### config.mk
export PLATFORM = sky130hd
export DESIGN_NAME = serial_lane_arbiter
export DESIGN_NICKNAME = d
export VERILOG_FILES = /design/src/rtl/serial_lane_arbiter.sv
export SDC_FILE = /design/constraint.sdc
export NUM_CORES = 1
export LEC_CHECK = 0
export ABC_AREA = 0
export CORE_MARGIN = 8
export CORE_UTILIZATION = 58
export CTS_CLUSTER_DIAMETER = 80
export CTS_CLUSTER_SIZE = 8
export DETAILED_ROUTE_END_ITERATION = 8
export DONT_BUFFER_PORTS = 1
export GPL_TIMING_DRIVEN = 0
export HOLD_SLACK_MARGIN = 0.1
export PLACE_DENSITY = 0.77
export SETUP_SLACK_MARGIN = 0.2
export SLEW_MARGIN = 25
export SYNTH_ARGS = -nofsm -noshare
export SYNTH_HDL_FRONTEND = slang
export SYNTH_SLANG_ARGS = --single-unit
### constraint.sdc
create_clock -name clk -period 2.5 [get_ports clk]
set_input_delay 0.25 -clock clk [delete_from_list [all_inputs] [get_ports clk]]
set_output_delay 0.25 -clock clk [all_outputs]
set_load 0.02 [all_outputs]
### src/rtl/serial_lane_arbiter.sv
// rtl/serial_lane_arbiter.sv - round-robin arbiter serialising N requesters' words onto one bit lane
// Optional early abort on dropped request: define SERIAL_LANE_ABORT_EN.
module serial_lane_arbiter #(
    parameter int N     = 4,
    parameter int WIDTH = 8
) (
    input  logic                 clk,
    input  logic                 reset,
    input  logic [N-1:0]         req,
    input  logic [N*WIDTH-1:0]   data_in,
    output logic [N-1:0]         grant,
    output logic [N-1:0]         done,
    output logic                 lane_bit,
    output logic                 lane_valid,
    output logic                 lane_last,
    output logic                 busy
);

    localparam int PW = $clog2(N);
    localparam int CW = $clog2(WIDTH);
    localparam logic [N-1:0] ONE = {{(N-1){1'b0}}, 1'b1};

    typedef enum logic [1:0] {IDLE, SHIFT, DONE} state_t;

    state_t            state;
    logic [PW-1:0]     ptr;
    logic [PW-1:0]     win;
    logic [PW-1:0]     pick;
    logic [PW-1:0]     cand;
    logic [CW-1:0]     count;
    logic [WIDTH-1:0]  shreg;
    logic [WIDTH-1:0]  word;
    logic              found;
    int                idx;

    function automatic logic [PW-1:0] next_ptr(input logic [PW-1:0] p);
        return (p == PW'(N-1)) ? '0 : p + 1'b1;
    endfunction

    // First requester at or above ptr, wrapping modulo N.
    always_comb begin
        found = 1'b0;
        pick  = ptr;
        idx   = 0;
        cand  = '0;
        for (int k = 0; k < N; k++) begin
            idx  = (int'(ptr) + k) % N;
            cand = PW'(idx);
            if (!found && req[cand]) begin
                found = 1'b1;
                pick  = cand;
            end
        end
        word = data_in[int'(pick)*WIDTH +: WIDTH];
    end

    always_ff @(posedge clk or negedge reset) begin
        if (!reset) begin
            state      <= IDLE;
            ptr        <= '0;
            win        <= '0;
            count      <= '0;
            shreg      <= '0;
            grant      <= '0;
            done       <= '0;
            lane_bit   <= 1'b0;
            lane_valid <= 1'b0;
            lane_last  <= 1'b0;
            busy       <= 1'b0;
        end else begin
            done <= '0;
            case (state)
                IDLE: begin
                    if (found) begin
                        // Bit 0 goes straight to the lane; the rest waits in shreg.
                        win        <= pick;
                        shreg      <= word >> 1;
                        lane_bit   <= word[0];
                        count      <= '0;
                        grant      <= ONE << pick;
                        lane_valid <= 1'b1;
                        lane_last  <= 1'b0;
                        busy       <= 1'b1;
                        state      <= SHIFT;
                    end
                end
                SHIFT: begin
`ifdef SERIAL_LANE_ABORT_EN
                    if (!req[win]) begin
                        state      <= IDLE;
                        grant      <= '0;
                        lane_valid <= 1'b0;
                        lane_last  <= 1'b0;
                        lane_bit   <= 1'b0;
                        busy       <= 1'b0;
                        ptr        <= next_ptr(win);
                    end else
`endif
                    if (count == CW'(WIDTH-1)) begin
                        state      <= DONE;
                        grant      <= '0;
                        lane_valid <= 1'b0;
                        lane_last  <= 1'b0;
                        lane_bit   <= 1'b0;
                        done       <= grant;
                    end else begin
                        count     <= count + 1'b1;
                        lane_bit  <= shreg[0];
                        shreg     <= shreg >> 1;
                        lane_last <= (count == CW'(WIDTH-2));
                    end
                end
                DONE: begin
                    ptr   <= next_ptr(win);
                    busy  <= 1'b0;
                    state <= IDLE;
                end
                default: state <= IDLE;
            endcase
        end
    end

endmodule
==> results.md <==
- The routed wirelength normalized by instance count is 19.3 um.
- STA puts the critical path data required time at 2.73 ns.
- The arrival time reported for the critical path endpoint is 2.12 ns.
- In this design, the largest share of critical-path delay is due to buffers and inverters.
- The total wire length after detailed routing is 4180 um.
- The first-pass GRT wire length is 6690 um.
- The post-CTS setup-driven buffer insertion count is 0.
- The final-report setup violation count is 0.
- The count of endpoints failing hold in the final timing report is 0.
- The number of cells in the design after placement is 211.
- The number of buffers and inverters on the critical path is 3.
- The number of enable flip-flop cells after synthesis is 0.
- Post-CTS repair changed the size of 0 cells.
- The TritonCTS buffer count is 3.
- The later pin in the worst-skew pair is clocked with a latency of 0.33 ns.
- When the netlist entered floorplanning its net count stood at 222.
- Pin placement for this block handled 50 I/O pins.
- The largest stage delay on the critical path is 0.45 ns.
- The number of I/O port buffers is 0.
- For this run, the number of Yosys warnings is 0.
- After layout, the minimum clock period comes to 1.89 ns.
- Static timing analysis puts the maximum clock frequency at 529 MHz.
- The utilization after layout is 64.6%.
- CTS built an H-tree with a depth of 1.
- Following the worst setup path forward leads to its endpoint at done[0].
- The number of sinks on the clock net is 28.
- Tracing the worst setup path back leads to its startpoint at count[0].
- In this run the critical register-to-register path is captured at done[0].
- The count of pins over their slew limit was 0.
- For this run, the detailed router's first-pass iteration total came to 4.
- The area growth from synthesis to layout is 6.27%.
- The post-synthesis cell type count is 46.
- Entering global routing, the biggest net connects 29 pins.
- The core outline area is 0.00276 mm2.
- For flop-to-flop paths, the worst setup slack is 0.61 ns.
- The horizontal extent of the die is 69.7 um.
- The cell count of the worst reg-to-reg path is 7.
- Synthesis produced 180 cells.
- The register area share after synthesis is 41.8%.
- The final non-filler cell total is 217.
- Traced cell by cell, the critical path runs through ha_1 -> ha_1 -> inv_1 -> or2_2 -> clkbuf_1 -> inv_1 -> and2_1.
- The actual transition at the worst max-transition pin is 0.480 ns.
- The count of standard-cell rows is 19.
- The main flop type after synthesis is dfrtp_1.
- The DRC violation count after routing is 0.
- The total overflow left after global routing is 0.
- IR analysis of the VDD net gives a maximum drop of 1.07 mV.
- In this run, the number of DRC markers left after iteration 0 of detailed routing was 110.
- The sort of element at the end of the critical path is a flop.
- The number of nets at the end of the flow is 229.
- The flow ran to the end, and the final reports show no timing, DRC or antenna violations.
- For this configuration, the core starts out at a cell density of 60.8%.
- The worst pin sits at a relative slew slack of 67.8%.
- The number of max-cap violations is 0.
- The standby leakage power is 0.833 nW.
- The final estimated routing congestion in global placement is 0.956.
- The post-synthesis sequential element count is 28.
- The number of gates on the worst path with buffers counted is 7.
- The HPWL after detailed placement is 3270 um.
- The share of synthesized flip-flops with an asynchronous set or reset is 100%.
- The worst hold path class is input port to flop.
- The buffer type at the clock tree root is clkbuf_4.
- Each instance of the synthesized netlist takes up on average 9.31 um2.
- The vertical extent of the die is 69.7 um.
- For this block, the via count after detailed routing is 1444.
- The cell area after technology mapping is 0.00168 mm2.
- The largest individual stage delay along the critical path comes from the cell dfrtp_1.
- The total power density per cell area is 1110 mW/mm2.
- After routing, the total negative slack on setup checks comes to 0 ns.
- The via density per instance is 6.65.
- The share of layout cells above drive strength 1 is 13.4%.
- Across every metal layer, demand over resource in global routing totals 16.1%.
- Buffers inserted to repair hold after CTS numbered 2.
- The detail route stage leaves a number of antenna-violating nets equal to 0.
- In this run the worst path has a maximum fanout of 8.
- The critical path class is flop to flop.
- The clock arrives with 0.0105 ns of skew.
- The ratio of final minimum period to clock period is 75.6%.
- The worst register-to-register path begins at count[0].
- TritonCTS built the clock tree.
- The via count of the first global-routing pass is 1413.
- The floorplan step defined a die boundary enclosing 0.00486 mm2.
- Setup repair after global routing left no endpoint under its margin.
- The repair_antennas step left the layout with diodes totalling 0.
- The worst setup path is launched from a flop.
- The initial antenna violation count is 0.
- After clock tree synthesis, the clock-pin slew on the worst setup and hold paths is 0.15 ns.
- The largest buffer count on any clock path is 2.
## per-stage QoR
step	setup slack (ns)	area (um2)	hold slack (ns)	total power [W]
after detailed placement	0.640	1710	-0.0448	0.00174
after CTS	0.610	1780	0.141	0.00197
after global routing	0.427	1780	0.150	0.00214
after global placement	0.716	1710	-0.0446	0.00169
final	0.610	1780	0.141	0.00198
after floorplan	0.804	1680	-0.0456	0.00153
## where the power goes
group | internal (W) | total (W) | switching (W)
logic | 0.000379 | 0.000918 | 0.000539
clock network | 0.0000892 | 0.000221 | 0.000132
registers | 0.000627 | 0.000839 | 0.000211
total | 0.00110 | 0.00198 | 0.000882
## worst register-to-register path, stage by stage, from the launching register on
cell and delay (ns):
dfrtp_1 0.45, ha_1 0.21, ha_1 0.23, inv_1 0.22
or2_2 0.16, clkbuf_1 0.21, inv_1 0.14, and2_1 0.18
## cell families (layout without fill, tap and decap cells)
family / after synthesis / in the layout / synth area share [%]
and+or+nand+nor: 67 / 67 / 22.5
AOI/OAI and AO/OA: 57 / 57 / 24.6
DFF: 28 / 28 / 41.8
buffers and inverters: 19 / 25 / 5.08
muxes: 5 / 5 / 3.06
adders and majority gates: 4 / 4 / 2.99
## how the worst min path moves through the flow
stage,start,end,slack (ns),cells past startpoint
5_1_grt,data_in[1],shreg[0],0.15,3
2_1_floorplan,reset,busy,-0.05,0
6_report,data_in[12],shreg[3],0.14,2
3_5_place_dp,reset,grant[1],-0.04,0
4_1_cts,data_in[9],shreg[0],0.14,2
3_3_place_gp,reset,lane_valid,-0.04,0
## final cells by class
cell class / count / area [um2]
Tap cell: 31 / 38.8
Fill cell: 235 / 977
Sequential cell: 28 / 701
Timing Repair Buffer: 2 / 30.0
Buffer: 9 / 47.5
Multi-Input combinational cell: 133 / 890
Clock buffer: 4 / 36.3
Inverter: 10 / 37.5
## routing by layer
metal,up-vias,track usage [%],wire [um]
met5,-,0,0
met4,0,2.90,34
met3,4,7.01,441
met2,65,25.4,1910
met1,695,20.0,1790
li1,680,-,-
## flip-flops by register name, indices dropped and copies added (netlist names)
signal	cells
shreg	7
done	4
grant	4
count	3
ptr	2
state	2
win	2
busy	1
lane_bit	1
lane_last	1
lane_valid	1
## synthesized netlist by cell type (2+ instances only)
| cell type | count | area, um2 |
|---|---|---|
| nand4_1 | 2 | 12.5 |
| o31ai_1 | 4 | 30.0 |
| nor2_1 | 8 | 30.0 |
| o22ai_1 | 6 | 37.5 |
| nor2b_1 | 4 | 25.0 |
| o21a_1 | 2 | 15.0 |
| ha_1 | 4 | 50.1 |
| nand2_1 | 18 | 67.6 |
| buf_2 | 5 | 25.0 |
| or2_2 | 2 | 12.5 |
| o21ai_2 | 3 | 26.3 |
| or3_1 | 2 | 12.5 |
| a221oi_1 | 5 | 43.8 |
| inv_1 | 10 | 37.5 |
| o211ai_1 | 2 | 15.0 |
| a221oi_2 | 2 | 30.0 |
| a21oi_1 | 6 | 30.0 |
| and2_1 | 4 | 25.0 |
| dfrtp_1 | 28 | 701 |
| clkbuf_1 | 3 | 11.3 |
| o21ai_0 | 12 | 60.1 |
| a2111oi_0 | 3 | 26.3 |
| nor3_1 | 3 | 15.0 |
| mux2i_1 | 4 | 40.0 |
| nor4_2 | 2 | 25.0 |
| nand3_1 | 11 | 55.1 |
| a21o_1 | 5 | 37.5 |
| and4_1 | 2 | 17.5 |
## cells in the final DEF, fill, tap and decap left out, drive strengths merged, types with 2 or more instances in the layout
cell      n
nor2      8
ha        4
a21oi     6
o22ai     6
o31ai     4
clkbuf    7
o21a      2
mux2i     4
or3       2
nor4      2
nand2    19
o21ai    16
o211ai    3
a2111oi   3
and4      2
nor2b     4
buf       7
nor3      3
nand4     2
a221oi    7
or2       2
a21o      5
and2      4
inv      10
nand3    12
dfrtp    28
Note: power is estimated with default switching activity, not from simulation.
